### src/rtl/alu_operand_loader_pkg.sv
// alu_loader_pkg: shared types and default widths for the ALU operand loader.
//   state_e      - loader FSM states, in byte/phase order
//   DEF_DATA_W   - default operand/result width
//   DEF_OP_W     - default ALU op width
package alu_loader_pkg;

    localparam int DEF_DATA_W = 8;
    localparam int DEF_OP_W   = 2;

    typedef enum logic [2:0] {
        S_A    = 3'd0,
        S_B    = 3'd1,
        S_OP   = 3'd2,
        S_EXEC = 3'd3,
        S_RES  = 3'd4
    } state_e;

endpackage

### src/rtl/alu_operand_loader_if.sv
// alu_operand_loader_if: byte input stream and result output stream of the loader.
//   in_valid/in_data/in_ready      - byte stream (a, then b, then op)
//   res_valid/res_data/res_err/res_ready - captured ALU result stream
//   slave  - loader side; master - producer/consumer side
//
// Handshake: a transfer happens on a rising clk edge where valid && ready are both
// high. Once valid is raised the sender holds valid and data stable until that edge;
// ready may change freely and never depends combinationally on valid.
interface alu_operand_loader_if
    import alu_loader_pkg::*;
#(
    parameter int DATA_W = DEF_DATA_W
);
    logic              in_valid;
    logic [DATA_W-1:0] in_data;
    logic              in_ready;
    logic              res_valid;
    logic [DATA_W-1:0] res_data;
    logic              res_err;
    logic              res_ready;

    modport slave (
        input  in_valid, in_data, res_ready,
        output in_ready, res_valid, res_data, res_err
    );

    modport master (
        output in_valid, in_data, res_ready,
        input  in_ready, res_valid, res_data, res_err
    );
endinterface

### src/rtl/alu_operand_loader.sv
// alu_operand_loader: collects {a, b, op} bytes, holds them as registered operands
// for an external combinational ALU for EXEC_CYCLES, then captures and offers the
// ALU result.
//   clk, rst_n      - clock, asynchronous active-low reset
//   flush           - synchronous abort back to S_A
//   bus (slave)     - byte input stream and result output stream
//   alu_a/b/op      - registered operands to the ALU
//   alu_out         - combinational ALU result
//   busy            - high whenever the FSM is not in S_A
//   txn_count       - completed result handshakes, modulo 256
//   state           - current FSM state (debug visibility)
module alu_operand_loader
    import alu_loader_pkg::*;
#(
    parameter int DATA_W      = DEF_DATA_W,
    parameter int OP_W        = DEF_OP_W,
    parameter int EXEC_CYCLES = 1
) (
    input  logic                  clk,
    input  logic                  rst_n,
    input  logic                  flush,
    alu_operand_loader_if.slave   bus,
    output logic [DATA_W-1:0]     alu_a,
    output logic [DATA_W-1:0]     alu_b,
    output logic [OP_W-1:0]       alu_op,
    input  logic [DATA_W-1:0]     alu_out,
    output logic                  busy,
    output logic [7:0]            txn_count,
    output state_e                state
);

    localparam int CNT_W = $clog2(EXEC_CYCLES + 1);

    if (EXEC_CYCLES < 1) begin : g_bad_exec
        $error("alu_operand_loader: EXEC_CYCLES must be >= 1");
    end

    logic [CNT_W-1:0] exec_cnt;

    // in_ready and busy are registered alongside state: every transition below sets
    // them to the values belonging to the state being entered.
    always_ff @(posedge clk or negedge rst_n) begin
        if (!rst_n) begin
            state         <= S_A;
            alu_a         <= '0;
            alu_b         <= '0;
            alu_op        <= '0;
            exec_cnt      <= '0;
            bus.in_ready  <= 1'b1;
            bus.res_valid <= 1'b0;
            bus.res_data  <= '0;
            bus.res_err   <= 1'b0;
            busy          <= 1'b0;
            txn_count     <= '0;
        end else begin
            // A result handshake is counted even when flush arrives on the same edge.
            if (bus.res_valid && bus.res_ready) begin
                txn_count <= txn_count + 8'd1;
            end

            if (flush) begin
                state         <= S_A;
                bus.in_ready  <= 1'b1;
                bus.res_valid <= 1'b0;
                bus.res_err   <= 1'b0;
                busy          <= 1'b0;
            end else begin
                case (state)
                    S_A: begin
                        if (bus.in_valid && bus.in_ready) begin
                            alu_a <= bus.in_data;
                            state <= S_B;
                            busy  <= 1'b1;
                        end
                    end
                    S_B: begin
                        if (bus.in_valid && bus.in_ready) begin
                            alu_b <= bus.in_data;
                            state <= S_OP;
                        end
                    end
                    S_OP: begin
                        if (bus.in_valid && bus.in_ready) begin
                            alu_op       <= bus.in_data[OP_W-1:0];
                            // Any set bit above the op field marks the request malformed.
                            bus.res_err  <= |bus.in_data[DATA_W-1:OP_W];
                            exec_cnt     <= CNT_W'(EXEC_CYCLES - 1);
                            bus.in_ready <= 1'b0;
                            state        <= S_EXEC;
                        end
                    end
                    S_EXEC: begin
                        if (exec_cnt == '0) begin
                            bus.res_data  <= alu_out;
                            bus.res_valid <= 1'b1;
                            state         <= S_RES;
                        end else begin
                            exec_cnt <= exec_cnt - 1'b1;
                        end
                    end
                    S_RES: begin
                        if (bus.res_valid && bus.res_ready) begin
                            bus.res_valid <= 1'b0;
                            bus.in_ready  <= 1'b1;
                            busy          <= 1'b0;
                            state         <= S_A;
                        end
                    end
                    default: begin
                        state         <= S_A;
                        bus.in_ready  <= 1'b1;
                        bus.res_valid <= 1'b0;
                        busy          <= 1'b0;
                    end
                endcase
            end
        end
    end

endmodule
### src/flat_wrapper.sv
// flat-port wrapper written by rule: the top's interface ports become plain ports
module alu_operand_loader_flat import alu_loader_pkg::*;
#(
    parameter int DATA_W      = DEF_DATA_W,
    parameter int OP_W        = DEF_OP_W,
    parameter int EXEC_CYCLES = 1
)
  (clk, rst_n, flush, alu_a, alu_b, alu_op, alu_out, busy, txn_count, state, bus_in_valid, bus_in_data, bus_res_ready, bus_in_ready, bus_res_valid, bus_res_data, bus_res_err);
  alu_operand_loader_if #(.DATA_W(DATA_W)) bus_i ();
  input  logic clk;
  input  logic rst_n;
  input  logic flush;
  output logic [DATA_W-1:0] alu_a;
  output logic [DATA_W-1:0] alu_b;
  output logic [OP_W-1:0] alu_op;
  input  logic [DATA_W-1:0] alu_out;
  output logic busy;
  output logic [7:0] txn_count;
  output state_e state;
  input wire logic [$bits(bus_i.in_valid)-1:0] bus_in_valid;
  input wire logic [$bits(bus_i.in_data)-1:0] bus_in_data;
  input wire logic [$bits(bus_i.res_ready)-1:0] bus_res_ready;
  output wire logic [$bits(bus_i.in_ready)-1:0] bus_in_ready;
  output wire logic [$bits(bus_i.res_valid)-1:0] bus_res_valid;
  output wire logic [$bits(bus_i.res_data)-1:0] bus_res_data;
  output wire logic [$bits(bus_i.res_err)-1:0] bus_res_err;
  assign bus_i.in_valid = bus_in_valid;
  assign bus_i.in_data = bus_in_data;
  assign bus_i.res_ready = bus_res_ready;
  assign bus_in_ready = bus_i.in_ready;
  assign bus_res_valid = bus_i.res_valid;
  assign bus_res_data = bus_i.res_data;
  assign bus_res_err = bus_i.res_err;
  alu_operand_loader #(.DATA_W(DATA_W), .OP_W(OP_W), .EXEC_CYCLES(EXEC_CYCLES)) u_core (.clk(clk), .rst_n(rst_n), .flush(flush), .bus(bus_i), .alu_a(alu_a), .alu_b(alu_b), .alu_op(alu_op), .alu_out(alu_out), .busy(busy), .txn_count(txn_count), .state(state));
endmodule
### config.mk
export PLATFORM = sky130hd
export DESIGN_NAME = alu_operand_loader_flat
export DESIGN_NICKNAME = d
export VERILOG_FILES = /design/src/rtl/alu_operand_loader_pkg.sv /design/src/rtl/alu_operand_loader_if.sv /design/src/rtl/alu_operand_loader.sv /design/src/flat_wrapper.sv
export SDC_FILE = /design/constraint.sdc
export NUM_CORES = 1
export LEC_CHECK = 0
export CAP_MARGIN = 20
export CORE_MARGIN = 2
export CORE_UTILIZATION = 44
export DETAILED_ROUTE_END_ITERATION = 6
export HOLD_SLACK_MARGIN = 0.06
export PLACE_DENSITY = 0.79
export SETUP_SLACK_MARGIN = 0.02
export SLEW_MARGIN = 40
export SYNTH_ARGS = -nofsm -noshare
export SYNTH_HDL_FRONTEND = slang
export SYNTH_SLANG_ARGS = --single-unit
### constraint.sdc
create_clock -name clk -period 1.6 [get_ports clk]
set_clock_uncertainty 0.15 [all_clocks]
set_input_delay 0.48 -clock clk [delete_from_list [all_inputs] [get_ports clk]]
set_output_delay 0.48 -clock clk [all_outputs]
set_load 0.1 [all_outputs]
# Yosys cells after proc, flatten, opt, wreduce, memory -nomap -nowiden
# Cells that the tools add are included.
[totals] out_inout_bits=41 in_bits=21 regBits=42
[op_classes] bitwise=2 n_reduce_logical=20 mux=23 addsub=2 eq_ne=13
[ops] cell="AND reduction 3 bit" n=8
[ops] cell="two-way mux 3 bit" n=6
[ops] cell="one-hot mux 3 bit (5 select lines)" n=1
[ops] cell="two-way mux 1 bit" n=12
[ops] cell="!= test 3 x 2 -> 1 bit, second input constant" n=4
[ops] cell="one-hot mux 1 bit (3 select lines)" n=3
[ops] cell="OR reduction 3 bit" n=3
[ops] cell="adder 8 x 1 -> 8 bit, second input constant" n=1
[ops] cell="!= test 2 x 1 -> 1 bit, second input constant" n=4
[ops] cell="== test 3 x 2 -> 1 bit, second input constant" n=2
[ops] cell="nonzero test 2 bit" n=3
[ops] cell="OR reduction 6 bit" n=1
[ops] cell="AND reduction 5 bit" n=1
[ops] cell="== test 3 x 1 -> 1 bit, second input constant" n=1
[ops] cell="== test 3 bit, second input constant" n=1
[ops] cell="logical NOT 3 bit" n=1
[ops] cell="!= test 3 bit, second input constant" n=1
[ops] cell="logical AND 1 bit" n=2
[ops] cell="NOT 1 bit" n=2
[ops] cell="one-hot mux 1 bit (2 select lines)" n=1
[ops] cell="AND reduction 2 bit" n=1
[ops] cell="subtractor 1 bit, second input constant" n=1

# Longest topological paths before layout
[logic_depth] word_depth=4 depth_mapped=4 depth_no_buf=4

# Least setup slack after synthesis
# No wires, ideal clock.
[synth_timing] path_type="flip-flop to flip-flop" start="register u_core.state[0]" end="register u_core.alu_b[0]" path_stages_with_launch=5 arrival_time_ns=1.891 setup_ns=0.126 setup_slack_ns=-0.566 required_ns=1.324 path_cell_list="dfrtp_1 clkbuf_2 and2b_2 nand4_4 mux2_2"
[synth_via] elab_chain_len=2
[synth_rtl] element="start: declaration" line="alu_operand_loader.sv:29" source="output state_e state"
[synth_rtl] element="start signal: assignment" line="alu_operand_loader.sv:44" source="state <= S_A;"
[synth_rtl] element="start signal: assignment" line="alu_operand_loader.sv:62" source="state <= S_A;"
[synth_rtl] element="start signal: assignment" line="alu_operand_loader.sv:72" source="state <= S_B;"
[synth_rtl] element="== test 3 x 1 -> 1 bit" line="alu_operand_loader.sv:68" source="case (state)"
[synth_rtl] element="AND reduction 3 bit (no line)"
[synth_rtl] element="end signal: assignment" line="alu_operand_loader.sv:78" source="alu_b <= bus.in_data;"
[synth_rtl] element="end: declaration" line="alu_operand_loader.sv:24" source="output logic [DATA_W-1:0] alu_b,"
# No other way between the ends.
# A chain may end at the register's enable or synchronous reset.

# Worst setup path after layout
[layout_timing] start="register u_core.state[2]" end="register u_core.alu_b[3]"
# The elaborated chain is that of the path after synthesis.

==> metrics.cfg <==
[status]
run_status=finished with violations
violations=setup timing

[layout]
final_nets=245
n_antenna_cell=0
synth_to_layout_area_growth_pct=93.9
multi_input_comb_area_um2=761
ff_latch_area_um2=1060
drive_above_1_share_pct=61.2
fill_cells=133

[synthesis]
synth-warning-count=0
synth_top_cell_by_area=sky130_fd_sc_hd__dfrtp_1
postSynth.topFlopCell=sky130_fd_sc_hd__dfrtp_1
synthArstFlopShare_pct=100
syn_inst=123
syn_area_um2=1730
synth_area_leaders=sky130_fd_sc_hd__dfrtp_1 (58%), sky130_fd_sc_hd__mux2_2 (11%), sky130_fd_sc_hd__mux2_4 (6.9%)
synth_sequential_area_ratio_pct=59.4
synth.net_count=145
synth.top_cell.area_share_pct=57.8
synth_edf_count=0
synthMostInstantiatedCell=sky130_fd_sc_hd__dfrtp_1
synth_commonest_cells=sky130_fd_sc_hd__dfrtp_1 (40), sky130_fd_sc_hd__mux2_2 (17), sky130_fd_sc_hd__mux2_4 (8), sky130_fd_sc_hd__nand2_1 (6), sky130_fd_sc_hd__nor3_1 (6)
post_synth_num_cell_types=33
syn-mean-instance-area_um2=14.1
number_of_register_bits_inferred_by_synthesis=41

[sta]
setup_viol=33
min_period_ns=1.75
hold_violations=0
timing.final.crit_share_pct=109
grt_setup_unrepaired=yes
setup_ws_post_layout_ns=-0.150
tns_ns=-2.97
timing.fmax_mhz=572
final_slew_viol_count=0
timing_worst_slew_pin_value_ns=0.426
relSlewSlack_pct=71.6

[setup_path]
cp_slowest_cell=sky130_fd_sc_hd__dfrtp_4
critPathCaptureType=register
cpPeakStageDelay_ns=0.50
critical_path_fanout_max=8
critPathArrivalTime_ns=1.77
critical_path_required_ns=1.62
setup.worst_path.class=reg -> reg
worstPathCellList=buf_6 > nor2_4 > buf_12 > nand4_4 > mux2_4
cp-start-kind=register

[detailed_routing]
detail_route.drc_violations=0
drt_pre_antenna_iters=4
wire_per_inst_um=22.9
drt-vias-per-instance=5.39
drt-total-wl_um=6230
drt_iter0_markers=67
vias=1465
final_antenna_net_count=0

[power]
power.ir.vdd_worst_uv=1450
power_density_nw_per_um2=1770
swShare_pct=46.6
power.sequential.fraction_pct=26.5
cell_internal_pwr_w=0.00318
comb_power_share_pct=57.2
p_leak_nw=1.55
power_frac_clock_pct=16.3
fin_total_pwr_w=0.00595
netSwitchingPower_w=0.00277

[floorplanning]
floorplan.initialDensity_pct=46.6
core_region_area_um2=3720
std_cell_rows=22
num_io_pins=62
die_footprint_um2=4450
die_w_um=66.7
die_extent_in_y_um=66.7

[clocking]
cts_tree=yes
clk_pin_slew_ns=0.08
cts_num_sinks=41
cts.root.buffer_cell=sky130_fd_sc_hd__clkbuf_8
count_of_h_tree_levels_built_during_cts=2
clock_buffers_created_by_tritoncts=5
cts.path.max_buffers=2
insertion_delay_ns=0.29

[grt]
antenna_found_initial=0
grt_first_pass_wirelength_um=8750
overflow=0
grt_max_degree=26
grt_usage_pct=27.4
grt_pass1_vias=1637

[run]
max_cap_violations=0

[placement]
dpl_worst_slack_ns=-0.465
gp_routability_congestion=0.732
detailed_place_hpwl_um=3300
placement.io_buffers=61

[worst_hold_path]
hp-class=reg -> reg

## path summary, 6_finish.rpt
kind	start	end	slack, ns	depth (start not counted)
max	u_core.state[2]$_DFFE_PN0P_	u_core.alu_b[3]$_DFFE_PN0P_	-0.15	5
max in group asynchronous	rst_n	u_core.alu_b[3]$_DFFE_PN0P_	0.32	3
min reg2reg	u_core.txn_count[6]$_DFFE_PN0P_	u_core.txn_count[6]$_DFFE_PN0P_	0.37	1
min	u_core.txn_count[6]$_DFFE_PN0P_	u_core.txn_count[6]$_DFFE_PN0P_	0.37	1
max reg2reg	u_core.state[2]$_DFFE_PN0P_	u_core.alu_b[3]$_DFFE_PN0P_	-0.15	5
min in group asynchronous	rst_n	u_core.state[1]$_DFFE_PN0P_	0.50	2
## cell families after synthesis
kind of cell | count (synthesis) | share of synthesized area, %
AO/OA/AOI/OAI | 10 | 3.54
buffers and inverters | 7 | 2.02
XOR/XNOR | 7 | 3.54
multiplexers | 28 | 19.9
adder cells (fa/ha/maj) | 1 | 0.723
flip-flops | 41 | 59.4
AND/OR/NAND/NOR | 29 | 10.9
## final cells by class
cell class	count	share of cell area, %
multi-input combinational	76	22.7
inverter	5	0.559
timing repair buffer	94	39.5
clock buffer	5	2.05
clock inverter	3	1.94
tap	48	1.79
sequential	41	31.5
## registers in the layout (all words and copies together) (netlist names)
name,cells
u_core.busy,1
u_core.state,3
u_core.alu_op,2
u_core.bus.res_err,1
u_core.txn_count,8
u_core.alu_a,8
u_core.bus.in_ready,1
u_core.bus.res_data,8
u_core.alu_b,8
u_core.bus.res_valid,1
## repair_timing
action | CTS | global route
endpoints found under the hold margin | 15 | 0
setup endpoints to repair | 35 | 41
setup buffers | 9 | 6
resized for setup | 15 | 13
cloned | 1 | 0
pin swaps | 5 | 8
hold buffers | 1 | 0
## worst max-delay path: cells and delay by family, from the launching register on
family | cells | cell delay (ns)
flip-flops | 1 | 0.50
AND/OR/NAND/NOR | 2 | 0.36
multiplexers | 1 | 0.36
buffers and inverters | 2 | 0.27
## per-layer routing
metal  global-route usage, %  part of all wire, %  vias up
li1                        -                    -      638
met3                    7.09                  6.0       15
met2                    49.8                   56       78
met4                    9.18                  2.2        0
met1                    31.0                   36      734
met5                       0                    0        -
## power by group through the flow
stage | logic, W | registers (W) | clock network [W]
after floorplan | 0.000306 | 0.00315 | 0
after global placement | 0.00317 | 0.00157 | 0
after detailed placement | 0.00321 | 0.00160 | 0
after CTS | 0.00335 | 0.00156 | 0.000999
after global routing | 0.00347 | 0.00160 | 0.00103
final | 0.00340 | 0.00158 | 0.000971
## cell usage in the layout, fill, tap and decap left out, types with 2 or more instances in the layout
| cell type | instances |
|---|---|
| sky130_fd_sc_hd__nand3_1 | 3 |
| sky130_fd_sc_hd__xnor2_1 | 3 |
| sky130_fd_sc_hd__dfrtp_2 | 6 |
| sky130_fd_sc_hd__nand4_1 | 2 |
| sky130_fd_sc_hd__nor2_4 | 2 |
| sky130_fd_sc_hd__xor2_1 | 4 |
| sky130_fd_sc_hd__mux2_4 | 12 |
| sky130_fd_sc_hd__a21oi_1 | 3 |
| sky130_fd_sc_hd__mux2_2 | 15 |
| sky130_fd_sc_hd__clkdlybuf4s50_1 | 13 |
| sky130_fd_sc_hd__dfrtp_4 | 5 |
| sky130_fd_sc_hd__nor3_2 | 2 |
| sky130_fd_sc_hd__nor3_1 | 3 |
| sky130_fd_sc_hd__buf_4 | 24 |
| sky130_fd_sc_hd__dfrtp_1 | 29 |
| sky130_fd_sc_hd__inv_1 | 5 |
| sky130_fd_sc_hd__buf_6 | 6 |
| sky130_fd_sc_hd__nand4_4 | 3 |
| sky130_fd_sc_hd__buf_12 | 43 |
| sky130_fd_sc_hd__clkbuf_8 | 5 |
| sky130_fd_sc_hd__nor2_1 | 2 |
| sky130_fd_sc_hd__nand2_1 | 5 |
| sky130_fd_sc_hd__dlymetal6s2s_1 | 5 |
| sky130_fd_sc_hd__bufinv_16 | 2 |
## per-stage QoR
stage          utilization [%]  hold WS, ns  cell area [um^2]  std cells
3_5_place_dp              80.3        0.284              2990        247
6_report                  90.3        0.372              3360        272
2_1_floorplan                -       0.0344              1790        123
5_1_grt                   90.3        0.384              3360        272
3_3_place_gp              80.3        0.273              2990        247
4_1_cts                   87.9        0.377              3270        266
No activity file was read; power rests on OpenSTA's default activity.
